File: src/rtl/gs2rgb_stream.sv
// Grayscale-to-RGB stream expander with frame-position tags and a 2-entry skid buffer.
// Define GS2RGB_FALSECOLOR_EN to replace gray replication with a heat-map palette.
module gs2rgb_stream #(
    parameter int unsigned IMG_W = 640,
    parameter int unsigned IMG_H = 480
) (
    input  logic        clk,
    input  logic        rst_n,
    input  logic        frame_restart,
    input  logic [7:0]  gs,
    input  logic        gs_valid,
    output logic        gs_ready,
    output logic [23:0] rgb,
    output logic        rgb_valid,
    input  logic        rgb_ready,
    output logic        sof,
    output logic        eol,
    output logic        eof
);

    typedef enum logic [1:0] {EMPTY, ONE, FULL} state_e;

    state_e      state_q, state_d;
    logic [11:0] col_q, col_d;
    logic [11:0] row_q, row_d;
    // Buffer entries pack {rgb, sof, eol, eof} so the tag moves with its pixel.
    logic [26:0] out_q, out_d;
    logic [26:0] skid_q, skid_d;
    logic        gs_ready_q, gs_ready_d;

    logic        in_xfer;
    logic        out_xfer;
    logic        at_eol;
    logic        at_last_row;
    logic [26:0] in_px;

    function automatic logic [23:0] to_rgb(input logic [7:0] g);
`ifdef GS2RGB_FALSECOLOR_EN
        logic [8:0] d;
        d = {g, 1'b0};
        if (!g[7]) begin
            to_rgb = {8'h00, d[7:0], 8'hFF - d[7:0]};
        end else begin
            to_rgb = {d[7:0], 8'hFF - d[7:0], 8'h00};
        end
`else
        to_rgb = {g, g, g};
`endif
    endfunction

    assign in_xfer     = gs_valid && gs_ready_q;
    assign out_xfer    = (state_q != EMPTY) && rgb_ready;
    assign at_eol      = (col_q == 12'(IMG_W - 1));
    assign at_last_row = (row_q == 12'(IMG_H - 1));
    assign in_px       = {to_rgb(gs), (col_q == '0) && (row_q == '0), at_eol, at_eol && at_last_row};

    always_comb begin
        col_d = col_q;
        row_d = row_q;
        if (in_xfer) begin
            if (at_eol) begin
                col_d = '0;
                row_d = at_last_row ? '0 : row_q + 12'd1;
            end else begin
                col_d = col_q + 12'd1;
            end
        end
        if (frame_restart) begin
            col_d = '0;
            row_d = '0;
        end
    end

    always_comb begin
        state_d = state_q;
        out_d   = out_q;
        skid_d  = skid_q;
        unique case (state_q)
            EMPTY: begin
                if (in_xfer) begin
                    out_d   = in_px;
                    state_d = ONE;
                end
            end
            ONE: begin
                case ({in_xfer, out_xfer})
                    2'b10: begin
                        skid_d  = in_px;
                        state_d = FULL;
                    end
                    2'b11: out_d = in_px;
                    2'b01: state_d = EMPTY;
                    default: ;
                endcase
            end
            FULL: begin
                if (out_xfer) begin
                    out_d   = skid_q;
                    state_d = ONE;
                end
            end
            default: state_d = EMPTY;
        endcase
        gs_ready_d = (state_d != FULL);
    end

    always_ff @(posedge clk or negedge rst_n) begin
        if (!rst_n) begin
            state_q    <= EMPTY;
            col_q      <= '0;
            row_q      <= '0;
            out_q      <= '0;
            skid_q     <= '0;
            gs_ready_q <= 1'b1;
        end else begin
            state_q    <= state_d;
            col_q      <= col_d;
            row_q      <= row_d;
            out_q      <= out_d;
            skid_q     <= skid_d;
            gs_ready_q <= gs_ready_d;
        end
    end

    assign gs_ready  = gs_ready_q;
    assign rgb_valid = (state_q != EMPTY);
    assign rgb       = out_q[26:3];
    assign sof       = out_q[2];
    assign eol       = out_q[1];
    assign eof       = out_q[0];

endmodule

File: config.mk
export PLATFORM = sky130hd
export DESIGN_NAME = gs2rgb_stream
export DESIGN_NICKNAME = d
export VERILOG_FILES = /design/src/rtl/gs2rgb_stream.sv
export SDC_FILE = /design/constraint.sdc
export NUM_CORES = 1
export LEC_CHECK = 0
export CORE_AREA = 2 2 78 80
export CTS_CLUSTER_DIAMETER = 30
export DETAILED_ROUTE_END_ITERATION = 8
export DIE_AREA = 0 0 80 82
export PLACE_DENSITY = 0.76
export REMOVE_ABC_BUFFERS = 1
export SLEW_MARGIN = 15
export SYNTH_ARGS = -nofsm -noshare
export SYNTH_HDL_FRONTEND = slang
export SYNTH_SLANG_ARGS = --single-unit
File: constraint.sdc
create_clock -name clk -period 2.1 [get_ports clk]
set_input_delay 0.315 -clock clk [delete_from_list [all_inputs] [get_ports clk]]
set_output_delay 0.315 -clock clk [all_outputs]
set_load 0.01 [all_outputs]
# Word-level counts from Yosys, hierarchy flattened
# Cells that the tools add are included.
[totals] ff_bits=81 elab_cells=48 output_inout_bits=29
[op_classes] n_addsub=2 n_mux=15 n_reduce_logical=14 eq_ne=11
[op_table] cell="2-to-1 mux 12 bit" count=7
[op_table] cell="2-to-1 mux 27 bit" count=3
[op_table] cell="case mux 27 bit (3 select lines)" count=1
[op_table] cell="adder 12 x 1 -> 12 bit (second input constant)" count=2
[op_table] cell="logical NOT 12 bit" count=2
[op_table] cell="equality test 12 x 10 -> 1 bit (second input constant)" count=1
[op_table] cell="equality test 12 x 9 -> 1 bit (second input constant)" count=1
[op_table] cell="equality test 2 bit (second input constant)" count=3
[op_table] cell="inequality test 2 bit (second input constant)" count=3
[op_table] cell="case mux 2 bit (3 select lines)" count=1
[op_table] cell="nonzero test 2 bit" count=3
[op_table] cell="equality test 2 x 1 -> 1 bit (second input constant)" count=2
[op_table] cell="logical AND 1 bit" count=4
[op_table] cell="2-to-1 mux 2 bit" count=2
[op_table] cell="case mux 2 bit (2 select lines)" count=1
[op_table] cell="AND reduction 2 bit" count=2
[op_table] cell="AND reduction 4 bit" count=1
[op_table] cell="nonzero test 3 bit" count=1
[op_table] cell="logical NOT 2 bit" count=1
[op_table] cell="inequality test 2 x 1 -> 1 bit (second input constant)" count=1

# Depth between registers and ports, before layout
[logic_depth] word_depth=6 ltp_mapped=9

# Worst setup path before layout
# OpenSTA, ideal clock, no wires.
[synth_timing] path_type="register -> register" from="register state_q[0]" to="register out_q[0]" path_buffers=2 setup_time_ns=0.125 stages_incl_launch_ff=10 arrival_time_ns=1.898 path_slack_ns=0.077 t_required_ns=1.975 path_cell_list="dfrtp_1 buf_2 or2_2 nand2_1 inv_1 ha_1 mux2i_1 o21a_1 buf_2 mux2_2"
[synth_via] elab_chain_len=5
[synth_rtl] element="start, declared" line_no="23" text="state_e state_q, state_d;"
[synth_rtl] element="start signal, assigned" line_no="116" text="state_q <= state_d;"
[synth_rtl] element="nonzero test 2 bit (*)"
[synth_rtl] element="named net rgb_valid" line_no="14" text="output logic rgb_valid,"
[synth_rtl] element="logical AND 1 bit (*)" line_no="52" text="assign out_xfer = (state_q != EMPTY) && rgb_ready;"
[synth_rtl] element="equality test 2 bit" line_no="86" text="case ({in_xfer, out_xfer})"
[synth_rtl] element="inequality test 2 x 1 -> 1 bit (no source line)"
[synth_rtl] element="AND reduction 4 bit (no source line) (*)"
[synth_rtl] element="end signal, assigned" line_no="119" text="out_q <= out_d;"
[synth_rtl] element="end, declared" line_no="27" text="logic [26:0] out_q, out_d;"
# The timed path passes the listed nets; every way through them passes the cells marked *.
# A chain may end at the register's enable or synchronous reset.

# Worst setup path after layout
[layout_timing] from="register state_q[1]" to="register out_q[25]"
[layout_via] elab_chain_len=5
[layout_rtl] element="nonzero test 2 bit" line_no="52"
[layout_rtl] element="logical AND 1 bit" line_no="52"
[layout_rtl] element="equality test 2 bit" line_no="86"
[layout_rtl] element="inequality test 2 x 1 -> 1 bit (no source line)"
[layout_rtl] element="AND reduction 4 bit (no source line)"
# Parallel ways exist; a longest one is shown, timed or not.

==> summary.md <==
| Metric | Value |
|---|---|
| Status | completed |
| Post-synth EDFFs | 0 |
| Final Hold Violating Endpoints | 0 |
| # diodes | 0 |
| RSZ-0062 raised after global routing | no |
| Worst Clk Skew | 0.00925 ns |
| Number of post-CTS setup repair buffers | 0 |
| Wire per inst | 14.5 um |
| Mean Syn Cell Area | 10.4 um2 |
| Peak supply drop | 0.000993 V |
| Initial DRT Pass Iterations | 5 |
| TritonCTS clock tree | done |
| Data required, critical path | 2.30 ns |
| Synth cell types | 47 |
| Critical path type | reg -> reg |
| Placed cell count | 363 |
| Synth-to-Final Area Change | 19.2% |
| Sequential element share of the synthesized area | 45.2% |
| Proportion of layout cells with a drive suffix above 1 | 18.9% |
| GR Overflow Total | 0 |
| Leak pwr | 1.36 nW |
| Max FO, Critical Path | 6 |
| Metal-1 WL | 2530 um |
| Crit path time final | 1.96 ns |
| Initial DRC Count | 138 |
| Core area | 5750 um2 |
| Routability cong. | 0.821 |
| First-pass GRT wire length | 9380 um |
| Worst-Skew Late Latency | 0.31 ns |
| Vias per std cell | 5.52 |
| Cells after Synth | 260 |
| Cell taking the most area after synthesis | dfrtp_1 |
| Number of I/O pins | 42 |
| Synth top area cells | dfrtp_1, mux2_2, buf_4 |
| Register bit total from synthesis | 49 |
| MaxCap Viol Count | 0 |
| Initial Utilization | 47.3% |
| DIE AREA | 6560 um2 |
| CTS buffer count | 5 |
| Antenna viol nets, final | 0 |
| CTS Buffer Depth | 2 |
| Placed Area | 3150 um2 |
| Post-cts sizing count | 0 |
| CTS Sinks | 49 |
| Number of global-route vias before repair | 1,993 |
| Worst slew pin tran | 0.675 ns |
| CTS hold repair buffers | 0 |
| Finished Cell Area | 3240 um2 |
| Max Slew Vio Count | 0 |
| Reg clk slew, reported paths | 0.09 ns |
| Routed length on met3 | 289 um |
| Non-Filler Instances | 371 |
| I/O Buffers | 41 |
| # nets final | 314 |
| Die X | 80 um |
| Post-synth top area share | 44.2% |
| Overall routing resource usage | 18.3% |
| H-Tree Level Count | 2 |
| Crit path DAT | 2.16 ns |
| CP startpoint kind | flip-flop |
| Die H | 82 um |
| Pwr per Cell Area | 1010 nW/um2 |
| # setup viols final | 0 |
| Via Count | 2,049 |
| Drc violations | 0 |
| Setup ws final | 0.135 ns |
| DR top layer | met4 |
| Metal2 WL | 2510 um |
| Hold Path Class | in -> async |
| Mapped Area | 2720 um2 |
| Ys flop type | dfrtp_1 |
| Root Driver | clkbuf_8 |
| Largest net degree at the start of global routing | 31 |
| Crit end category | flip-flop |
| Total chip power | 3.28 mW |
| Setup Slack @ Placement | 0.101 ns |
| Rows | 28 |
| Final period util | 93.6% |
| Min Hold Slack | 0.0348 ns |
| Antenna violations before repair | 0 |
| Post-layout util | 56.3% |
| Yosys warns | 0 |
| Sum of negative setup slack | 0 ns |
| WL final | 5380 um |
| HPWL Detailed | 3900 um |
| Slew HR | 55.0% |
| FMAX | 0.509 GHz |
| Post-synthesis async set-or-reset flop share | 100% |
[layer usage]
| metal | vias to the layer above | GRT usage [%] |
|---|---|---|
| met2 | 62 | 29.1 |
| met3 | 4 | 4.29 |
| met1 | 997 | 24.8 |
| met5 | - | 0 |
| li1 | 986 | - |
| met4 | 0 | 5.76 |
[critical path, stage by stage, from the launching register on]
cell,delay (ns)
dfrtp_1,0.44
or2_2,0.32
nand2_1,0.10
inv_1,0.05
ha_1,0.18
mux2i_1,0.14
o21a_1,0.14
buf_4,0.14
mux2_2,0.33
[power by group]
group          internal [mW]  total [mW]  switching (mW)
Sequential              1.16        1.33           0.163
Combinational          0.849        1.40           0.550
Clock                  0.235       0.558           0.323
[registers in the layout, indices dropped and copies added (netlist names)]
signal / cells
row_q: 12
skid_q: 11
gs_ready: 1
col_q: 12
out_q: 11
state_q: 2
[cell type report]
| type | instances | area, um2 |
|---|---|---|
| fillers | 500 | 2510 |
| multi-input cells | 170 | 1260 |
| flip-flops and latches | 49 | 1230 |
| repair buffers | 57 | 526 |
| well taps | 75 | 93.8 |
| clock buffers | 6 | 72.6 |
| inverters | 12 | 45.0 |
| clock inverters | 2 | 15.0 |
[Yosys cell counts, types with 2 or more instances]
cell type	number
mux2_1	3
nor4_1	4
xor2_1	3
a21oi_1	12
mux2i_1	5
nand3b_1	4
buf_4	18
nor2_1	10
and3_1	3
nor2b_1	2
o31ai_1	2
and4_1	3
o21ai_0	10
nand2_1	18
mux2_2	24
nor4_4	2
nand4_1	8
or3_1	5
o21ai_1	2
nand4b_1	2
buf_2	8
a311oi_1	2
xnor2_1	4
clkbuf_1	3
or2_2	2
a21o_1	2
inv_1	12
ha_1	6
nand3_1	14
dfrtp_1	48
nor3b_1	3
[path summary, 6_finish.rpt]
| kind | startpoint | end | slack, ns | depth (start not counted) |
|---|---|---|---|---|
| min in group clk | skid_q[1] | skid_q[1] | 0.49 | 2 |
| setup / recovery | state_q[1] | out_q[25] | 0.14 | 8 |
| max in group asynchronous | rst_n | col_q[3] | 1.42 | 2 |
| hold reg to reg | skid_q[1] | skid_q[1] | 0.49 | 2 |
| hold / removal | rst_n | out_q[25] | 0.03 | 1 |
| setup reg to reg | state_q[1] | out_q[25] | 0.14 | 8 |
[cells in the final DEF, fill, tap and decap left out, types with 4 or more instances in the layout]
| master | count |
|---|---|
| clkbuf_8 | 5 |
| or3_1 | 5 |
| nand2_1 | 18 |
| nor4_1 | 4 |
| nand3_1 | 14 |
| ha_1 | 6 |
| a21oi_1 | 12 |
| mux2i_1 | 5 |
| nand3b_1 | 4 |
| nor2_1 | 10 |
| clkdlybuf4s50_1 | 40 |
| o21ai_0 | 10 |
| buf_4 | 16 |
| mux2_2 | 24 |
| xnor2_1 | 4 |
| dfrtp_1 | 48 |
| nand4_1 | 8 |
| inv_1 | 12 |
[kinds of logic (layout without fill, tap and decap cells)]
group / after synthesis / in the layout / synth area share [%]
adder cells (fa/ha/maj): 6 / 6 / 2.76
buffers and inverters: 41 / 77 / 8.52
AO/OA/AOI/OAI: 40 / 40 / 9.40
AND/OR/NAND/NOR: 84 / 84 / 18.3
flip-flops: 49 / 49 / 45.2
multiplexers: 33 / 33 / 13.6
XOR/XNOR: 7 / 7 / 2.26
No activity file was read; power rests on OpenSTA's default activity.
